--- src/rtl/rank_select_if.sv ---
`default_nettype none
// ============================================================================
// Module      : rank_select_if
// Description : Handshake/data bundle for rank_select. The master side is the
//               producer/consumer pair around the block; the slave side is
//               rank_select itself. out_min/out_max exist only when
//               RANK_SELECT_MINMAX_EN is defined.
// Revision    : 1.0 - initial release
// ============================================================================
interface rank_select_if #(
  parameter int DATA_BITS = 8,
  parameter int RANK_BITS = 2,
  parameter int N         = 3
);
  logic                     in_valid;
  logic                     in_ready;
  logic [DATA_BITS*N-1:0]   s;
  logic [RANK_BITS*N-1:0]   ranks;
  logic [RANK_BITS-1:0]     target_rank;
  logic                     out_valid;
  logic                     out_ready;
  logic [DATA_BITS-1:0]     out_data;
  logic                     err;
  logic                     err_clr;
`ifdef RANK_SELECT_MINMAX_EN
  logic [DATA_BITS-1:0]     out_min;
  logic [DATA_BITS-1:0]     out_max;

  modport master (
    output in_valid, s, ranks, target_rank, out_ready, err_clr,
    input  in_ready, out_valid, out_data, err, out_min, out_max
  );

  modport slave (
    input  in_valid, s, ranks, target_rank, out_ready, err_clr,
    output in_ready, out_valid, out_data, err, out_min, out_max
  );
`else
  modport master (
    output in_valid, s, ranks, target_rank, out_ready, err_clr,
    input  in_ready, out_valid, out_data, err
  );

  modport slave (
    input  in_valid, s, ranks, target_rank, out_ready, err_clr,
    output in_ready, out_valid, out_data, err
  );
`endif
endinterface
`default_nettype wire

--- src/rtl/rank_select.sv ---
`default_nettype none
// ============================================================================
// Module      : rank_select
// Description : Two-stage order-statistic selector. Given a window of N
//               samples and the rank of each, returns the sample whose rank
//               equals the (clamped) requested target. S1 captures samples
//               and a one-hot match vector; S2 muxes the selected sample.
//               A sticky err flags zero or multiple matches.
// Options     : RANK_SELECT_MINMAX_EN - adds out_min (rank 0) and out_max
//               (rank N-1), pipelined alongside out_data.
// Revision    : 1.0 - initial release
// ============================================================================
module rank_select #(
  parameter int DATA_BITS = 8,
  parameter int RANK_BITS = 2,
  parameter int N         = 3
) (
  input  logic             clk,
  input  logic             rst,
  rank_select_if.slave     bus
);

  // N widened by one bit so a RANK_BITS-wide target can be compared against
  // it even when N == 2**RANK_BITS.
  localparam logic [RANK_BITS:0]   c_n_ext    = (RANK_BITS+1)'(N);
  localparam logic [RANK_BITS-1:0] c_max_rank = RANK_BITS'(N-1);

  // One-hot (ideally) vector of samples whose rank equals t.
  function automatic logic [N-1:0] match_rank(
    input logic [RANK_BITS*N-1:0] r,
    input logic [RANK_BITS-1:0]   t
  );
    logic [N-1:0] m;
    m = '0;
    for (int k = 0; k < N; k++) begin
      m[k] = (r[k*RANK_BITS +: RANK_BITS] == t);
    end
    return m;
  endfunction

  // Lowest-index matching sample; sample 0 when nothing matches.
  function automatic logic [DATA_BITS-1:0] pick_lowest(
    input logic [N-1:0]           m,
    input logic [DATA_BITS*N-1:0] smp
  );
    logic [DATA_BITS-1:0] v;
    v = smp[DATA_BITS-1:0];
    for (int k = N-1; k >= 0; k--) begin
      if (m[k]) begin
        v = smp[k*DATA_BITS +: DATA_BITS];
      end
    end
    return v;
  endfunction

  // Pipeline registers
  logic                   r_s1_valid;
  logic [DATA_BITS*N-1:0] r_s1_samples;
  logic [N-1:0]           r_s1_match;
  logic                   r_s2_valid;
  logic [DATA_BITS-1:0]   r_out_data;
  logic                   r_err;

  // Combinational control and datapath
  logic                   w_s2_move;
  logic                   w_s1_move;
  logic [RANK_BITS-1:0]   w_target;
  logic [N-1:0]           w_match;
  logic                   w_s1_bad;
  logic [DATA_BITS-1:0]   w_s1_data;
  logic                   w_err_set;

  // S2 can take new data when empty or its result is being consumed; S1 can
  // move when empty or S2 can take its content.
  assign w_s2_move = !r_s2_valid || bus.out_ready;
  assign w_s1_move = !r_s1_valid || w_s2_move;

  // The clamped target is folded directly into the captured match vector,
  // so later target_rank changes cannot affect an accepted window.
  assign w_target = ({1'b0, bus.target_rank} >= c_n_ext) ? c_max_rank
                                                          : bus.target_rank;
  assign w_match  = match_rank(bus.ranks, w_target);

  // Consistent ranks give exactly one match: flag empty or multi-bit vectors.
  assign w_s1_bad  = (r_s1_match == '0) ||
                     ((r_s1_match & (r_s1_match - N'(1))) != '0);
  assign w_s1_data = pick_lowest(r_s1_match, r_s1_samples);
  assign w_err_set = r_s1_valid && w_s2_move && w_s1_bad;

  // S1: capture window samples and match vector on acceptance.
  always_ff @(posedge clk or negedge rst) begin
    if (!rst) begin
      r_s1_valid   <= 1'b0;
      r_s1_samples <= '0;
      r_s1_match   <= '0;
    end else if (w_s1_move) begin
      r_s1_valid <= bus.in_valid;
      if (bus.in_valid) begin
        r_s1_samples <= bus.s;
        r_s1_match   <= w_match;
      end
    end
  end

  // S2: register the selected sample; hold while the consumer stalls.
  always_ff @(posedge clk or negedge rst) begin
    if (!rst) begin
      r_s2_valid <= 1'b0;
      r_out_data <= '0;
    end else if (w_s2_move) begin
      r_s2_valid <= r_s1_valid;
      if (r_s1_valid) begin
        r_out_data <= w_s1_data;
      end
    end
  end

  // Sticky error: a new error wins over a simultaneous clear.
  always_ff @(posedge clk or negedge rst) begin
    if (!rst) begin
      r_err <= 1'b0;
    end else if (w_err_set) begin
      r_err <= 1'b1;
    end else if (bus.err_clr) begin
      r_err <= 1'b0;
    end
  end

  assign bus.in_ready  = w_s1_move;
  assign bus.out_valid = r_s2_valid;
  assign bus.out_data  = r_out_data;
  assign bus.err       = r_err;

`ifdef RANK_SELECT_MINMAX_EN
  logic [N-1:0]         r_s1_match_min;
  logic [N-1:0]         r_s1_match_max;
  logic [DATA_BITS-1:0] r_out_min;
  logic [DATA_BITS-1:0] r_out_max;

  // S1: match vectors for the fixed ranks 0 and N-1.
  always_ff @(posedge clk or negedge rst) begin
    if (!rst) begin
      r_s1_match_min <= '0;
      r_s1_match_max <= '0;
    end else if (w_s1_move && bus.in_valid) begin
      r_s1_match_min <= match_rank(bus.ranks, '0);
      r_s1_match_max <= match_rank(bus.ranks, c_max_rank);
    end
  end

  // S2: min/max advance in lockstep with out_data.
  always_ff @(posedge clk or negedge rst) begin
    if (!rst) begin
      r_out_min <= '0;
      r_out_max <= '0;
    end else if (w_s2_move && r_s1_valid) begin
      r_out_min <= pick_lowest(r_s1_match_min, r_s1_samples);
      r_out_max <= pick_lowest(r_s1_match_max, r_s1_samples);
    end
  end

  assign bus.out_min = r_out_min;
  assign bus.out_max = r_out_max;
`endif

endmodule
`default_nettype wire

--- src/flat_wrapper.sv ---
// flat-port wrapper written by rule: the top's interface ports become plain ports
module rank_select_flat 
#(
  parameter int DATA_BITS = 8,
  parameter int RANK_BITS = 2,
  parameter int N         = 3
)
  (clk, rst, bus_in_valid, bus_s, bus_ranks, bus_target_rank, bus_out_ready, bus_err_clr, bus_in_ready, bus_out_valid, bus_out_data, bus_err);
  rank_select_if #(.DATA_BITS(DATA_BITS), .RANK_BITS(RANK_BITS), .N(N)) bus_i ();
  input  logic clk;
  input  logic rst;
  input wire logic [$bits(bus_i.in_valid)-1:0] bus_in_valid;
  input wire logic [$bits(bus_i.s)-1:0] bus_s;
  input wire logic [$bits(bus_i.ranks)-1:0] bus_ranks;
  input wire logic [$bits(bus_i.target_rank)-1:0] bus_target_rank;
  input wire logic [$bits(bus_i.out_ready)-1:0] bus_out_ready;
  input wire logic [$bits(bus_i.err_clr)-1:0] bus_err_clr;
  output wire logic [$bits(bus_i.in_ready)-1:0] bus_in_ready;
  output wire logic [$bits(bus_i.out_valid)-1:0] bus_out_valid;
  output wire logic [$bits(bus_i.out_data)-1:0] bus_out_data;
  output wire logic [$bits(bus_i.err)-1:0] bus_err;
  assign bus_i.in_valid = bus_in_valid;
  assign bus_i.s = bus_s;
  assign bus_i.ranks = bus_ranks;
  assign bus_i.target_rank = bus_target_rank;
  assign bus_i.out_ready = bus_out_ready;
  assign bus_i.err_clr = bus_err_clr;
  assign bus_in_ready = bus_i.in_ready;
  assign bus_out_valid = bus_i.out_valid;
  assign bus_out_data = bus_i.out_data;
  assign bus_err = bus_i.err;
  rank_select #(.DATA_BITS(DATA_BITS), .RANK_BITS(RANK_BITS), .N(N)) u_core (.clk(clk), .rst(rst), .bus(bus_i));
endmodule
--- config.mk ---
export PLATFORM = sky130hd
export DESIGN_NAME = rank_select_flat
export DESIGN_NICKNAME = d
export VERILOG_FILES = /design/src/rtl/rank_select_if.sv /design/src/rtl/rank_select.sv /design/src/flat_wrapper.sv
export SDC_FILE = /design/constraint.sdc
export NUM_CORES = 1
export LEC_CHECK = 0
export BUFFER_PORTS_ARGS = -buffer_cell sky130_fd_sc_hd__buf_2
export CAP_MARGIN = 20
export CORE_MARGIN = 2
export CORE_UTILIZATION = 50
export CTS_BUF_LIST = sky130_fd_sc_hd__clkbuf_4
export CTS_CLUSTER_DIAMETER = 150
export DETAILED_ROUTE_END_ITERATION = 16
export GPL_TIMING_DRIVEN = 0
export HOLD_SLACK_MARGIN = 0.08
export PLACE_DENSITY = 0.79
export SYNTH_ARGS = -nofsm -noshare
export SYNTH_HDL_FRONTEND = slang
export SYNTH_SLANG_ARGS = --single-unit
--- constraint.sdc ---
create_clock -name clk -period 1.55 [get_ports clk]
set_input_delay 0.155 -clock clk [delete_from_list [all_inputs] [get_ports clk]]
set_output_delay 0.155 -clock clk [all_outputs]
set_load 0.005 [all_outputs]
Word-level counts from Yosys, hierarchy flattened
Cells that the tools add are included.
{ "word_totals": {"memories": 0, "latch_bits": 0, "register_bits": 38, "ram_bits": 0, "romBits": 0, "word_cells": 30} }
{ "op_classes": {"bitwise_logic": 1, "muxes": 6, "n_shift": 0, "order_cmp": 1, "div_mod_pow": 0, "n_mul": 0, "eq_ne": 3, "add_sub_neg": 1, "reduce_logical": 12} }
{ "ops": {"columns": ["op", "count"], "rows": [
  ["$mux 8", 3],
  ["$eq 2x2->1", 3],
  ["$reduce_and 2->1", 2],
  ["$and 3x3->3", 1],
  ["$logic_not 3->1", 1],
  ["$logic_or 1x1->1", 3],
  ["$reduce_bool 3->1", 1],
  ["$sub 3x1->3 const B", 1],
  ["$ge 2x2->1 const B", 1],
  ["$logic_and 1x1->1", 2],
  ["$logic_not 1->1", 2],
  ["$mux 1", 2],
  ["$mux 2", 1],
  ["$reduce_bool 2->1", 1]
]} }

Logic depth before layout (Yosys ltp)
{ "logic_depth": {"ltp_word": 6, "ltp_mapped": 5} }

Worst setup path before layout
Ideal clock, no wire load.
{ "synth_path": {"path_type": "reg-to-reg", "start": "register u_core.r_s2_valid, in the netlist u_core.bus.out_valid", "end": "register u_core.r_s1_match[2]", "arrival_ns": 1.102, "setup_ns": 0.125, "t_required_ns": 1.425, "period_less_slack_ns": 1.227, "path_slack_ns": 0.323, "path_buffers": 1, "stages_incl_launch_ff": 5, "path_cell_list": "dfrtp_1 -> nand3b_4 -> nand2_4 -> buf_8 -> mux2_4"} }
{ "synth_between": {"elab_chain_len": 4} }
{ "synth_lines": {"columns": ["item", "line", "source"], "rows": [
  ["start: declaration", "rank_select.sv:60", "logic r_s2_valid;"],
  ["start signal: assignment", "rank_select.sv:111", "r_s2_valid <= r_s1_valid;"],
  ["$logic_not 1->1", "rank_select.sv:75", "assign w_s2_move = !r_s2_valid || bus.out_ready;"],
  ["$logic_or 1x1->1", "rank_select.sv:75", null],
  ["$logic_or 1x1->1", "rank_select.sv:76", "assign w_s1_move = !r_s1_valid || w_s2_move;"],
  ["net bus_in_ready", "flat_wrapper.sv:18", "output wire logic [$bits(bus_i.in_ready)-1:0] bus_in_ready;"],
  ["$reduce_and 2->1 (no line)", null, null],
  ["end signal: assignment", "rank_select.sv:100", "r_s1_match <= w_match;"],
  ["end: declaration", "rank_select.sv:59", "logic [N-1:0] r_s1_match;"]
]} }
The timed path passes the listed nets, and every way through them passes these cells.
A chain may end at the register's enable or synchronous reset.

Worst setup path in the final report
{ "layout_path": {"start": "register u_core.r_s2_valid, in the netlist u_core.bus.out_valid", "end": "register u_core.r_s1_samples[15]"} }
{ "layout_between": {"elab_chain_len": 4} }
{ "layout_lines": {"columns": ["item", "line", "source"], "rows": [
  ["$logic_not 1->1", "rank_select.sv:75", null],
  ["$logic_or 1x1->1", "rank_select.sv:75", null],
  ["$logic_or 1x1->1", "rank_select.sv:76", null],
  ["$reduce_and 2->1 (no line)", null, null],
  ["end signal: assignment", "rank_select.sv:99", "r_s1_samples <= bus.s;"],
  ["end: declaration", "rank_select.sv:58", "logic [DATA_BITS*N-1:0] r_s1_samples;"]
]} }
Every way passes these cells.

==> impl_metrics.toml <==
[outcome]
status = "complete, no violations"

[setup_path]
max_stage_delay_ps = 430
crit_fanout = 10
crit_cells = 4
r2r_end = "u_core.r_s1_samples[15]$_DFFE_PN0P_"
critPathCaptureType = "register"
cp-start-kind = "register"
rr_worst_depth = 4
crit_chain = "nand3b_4 -> nand2_4 -> buf_8 -> mux2_4"
critical_path.top_delay_family = "flip-flops"
crit_slowest_cell = "dfrtp_1"
critical_path_arrival_ps = 1580
cp.buffers_inverters = 1
reg2reg_from = "u_core.bus.out_valid$_DFFE_PN0P_"
cp.required_ps = 1790
r2r_setup_slack_ps = 220
path_class = "register to register"

[logic_synthesis]
yosys.area.top_type = "dfrtp_1"
syn-cell-area_mm2 = 0.001902
yosys_warnings = 0
synth_most_common_cell = "dfrtp_1"
yosys-top-cells-area = "dfrtp_1, mux2_4, mux2_2"
synth_cells = 144
synth-edff-count = 0
syn_avg_cell_area_um2 = 13.21
synthesis.nets = 181
synth_top_area_share = 0.5000
ys.flop_type = "dfrtp_1"
ys_top_cells_by_count = "dfrtp_1, mux2_4, mux2_2"
yosysUniqueCellTypes = 27
synth_seq_cells = 38
ys_seq_area_frac = 0.5000
synthArstFlopShare = 1.000

[timing]
finalSetupViolCount = 0
max-slew-margin-rel = 0.4402
max_freq_ghz = 0.7491
whs_ps = 94.45
fin_crit_ps = 1335
hold_viol = 0
min_period_over_period = 0.8612
rsz0062_at_grt = "false"
skew_ps = 11.30
finalMaxSlewViolations = 0
worstMarginPinSlew_ps = 839.7
fin_tns_setup_ps = 0

[global_route]
grt_pass1_vias = 1554
grt_overflow = 0
track_usage = 0.2335
grt_max_degree = 39
grt_pass1_wl_um = 7410
grt_antenna_before_repair = 0

[clocking]
clk_path_buf_depth = 2
cts_sinks = 38
clk_transition_reported_paths_ps = 110
clock_latency_ps = 360
cts_buffers = 5
cts_root_buffer = "clkbuf_4"
cts.repair.resized = 0
tritoncts = "yes"
post_cts_buffers = 0
cts.htree.levels = 2

[power]
p_leak_nw = 1.171
clkPwrFrac = 0.203
peakVddDrop_mv = 0.6921
p_comb_frac = 0.299
p_per_area_mw_per_mm2 = 1027
p_seq_frac = 0.498
p_sw_frac = 0.3005
p_int_mw = 1.803
p_sw_uw = 774.9
power_mw = 2.578

[min_path]
hold-path-cell-count = 3
hold_start = "bus_err_clr"
worstHoldEndpoint = "u_core.bus.err$_DFFE_PN0P_"
hp-class = "input pin to register"

[cells_and_area]
fin_area_mm2 = 0.002511
syn2layout_area_growth_pct = 32.04
multiInputGateArea_um2 = 854.6
layout-drive-gt1-share = 0.4400
n_antenna_cell = 0
fin_nets = 261
fillers = 266
seqCellArea_um2 = 950.9

[floorplanning]
die_y_um = 65.68
die_w_um = 65.68
dieArea_mm2 = 0.004313
io_pins = 48
start_util = 0.5195
core_mm2 = 0.003661
core.rowCount = 22

[placed_design]
portBuffers = 47
place.gp.congestion = 0.7809
dpl_cell_area_mm2 = 0.002197
dpl.hpwl_um = 2900

[route]
wire_per_inst_um = 16.42
drtIter0Drc = 83
drt-pass1-iter-count = 4
vias = 1459
wl_um = 4483
drcViolationCount = 0
ant_nets = 0
vias_per_cell = 5.344

[flow_run]
drv_cap = 0
## metrics by stage
stage          instances    util  worst slack (ps)
4_1_cts              273  0.6859             204.2
6_report             273  0.6859             215.1
2_1_floorplan        144       -             322.9
3_5_place_dp         239  0.6001             218.9
3_3_place_gp         239  0.6001             275.0
5_1_grt              273  0.6859             150.8
## flip-flops by register name, summed over array words and instances (netlist names)
register	flops
u_core.r_s1_match	3
u_core.r_s1_samples	24
u_core.bus.out_data	8
u_core.bus.err	1
u_core.r_s1_valid	1
u_core.bus.out_valid	1
## kinds of logic after synthesis
group	synth area share
flops	0.5000
mux	0.2441
compound gates	0.1013
simple gates	0.08552
buf+inv	0.05065
xor+xnor	0.01842
## worst max-delay path by stage
| stage | from | end | slack [ps] |
|---|---|---|---|
| after floorplan | u_core.bus.out_valid$_DFFE_PN0P_ | u_core.r_s1_match[2]$_DFFE_PN0P_ | 320 |
| after global placement | u_core.bus.out_valid$_DFFE_PN0P_ | u_core.r_s1_samples[17]$_DFFE_PN0P_ | 270 |
| after detailed placement | u_core.bus.out_valid$_DFFE_PN0P_ | u_core.r_s1_samples[17]$_DFFE_PN0P_ | 220 |
| after CTS | u_core.bus.out_valid$_DFFE_PN0P_ | u_core.r_s1_samples[15]$_DFFE_PN0P_ | 200 |
| after global routing | u_core.bus.out_valid$_DFFE_PN0P_ | u_core.r_s1_samples[15]$_DFFE_PN0P_ | 150 |
| final | u_core.bus.out_valid$_DFFE_PN0P_ | u_core.r_s1_samples[15]$_DFFE_PN0P_ | 220 |
## cell type report
class,instances,area share
multi-input cells,95,0.3403
well taps,48,0.02392
clock inverters,2,0.003488
plain buffers,9,0.03538
clock buffers,6,0.01794
flip-flops and latches,38,0.3787
inverters,2,0.002990
repair buffers,73,0.1973
## routing by layer
metal	track usage	part of all wire
met5	0	0
met3	0.05137	0.053
met2	0.4015	0.52
met1	0.2694	0.40
met4	0.1250	0.023
## layout by cell type, fill, tap and decap left out
master / instances
o211ai_1: 8
inv_1: 1
or2b_1: 1
a22o_1: 1
nor2_1: 1
mux2_4: 19
nand2_1: 9
dfrtp_1: 38
xor2_1: 3
nand2b_1: 10
mux2i_1: 1
clkinv_2: 1
a21oi_1: 8
clkbuf_4: 6
nand2_4: 1
nand3b_4: 1
o31ai_1: 2
a31oi_1: 8
clkbuf_1: 1
nand3b_1: 2
mux2_2: 15
buf_2: 49
a2bb2oi_1: 1
clkinv_1: 2
dlygate4sd3_1: 26
o21ai_0: 2
buf_6: 4
buf_8: 2
and2_4: 1
xnor2_1: 1
## power by group through the flow
stage | Combinational (mW) | Sequential (mW) | Clock, mW
floorplan | 0.475 | 1.28 | 0
global placement | 0.683 | 1.29 | 0
detailed placement | 0.714 | 1.30 | 0
CTS | 0.769 | 1.28 | 0.517
global route | 0.839 | 1.30 | 0.560
finish | 0.770 | 1.28 | 0.524
## worst reg2reg max path: stages (launching register included)
cell	delay [ps]
dfrtp_1	430
nand3b_4	110
nand2_4	180
buf_8	190
mux2_4	320
## repair_timing
item                                   in CTS  in global routing
endpoints found under the hold margin      63                  0
hold buffers                               26                  0
setup endpoints to repair                   0                  0
Power figures use the tool's default switching activity.
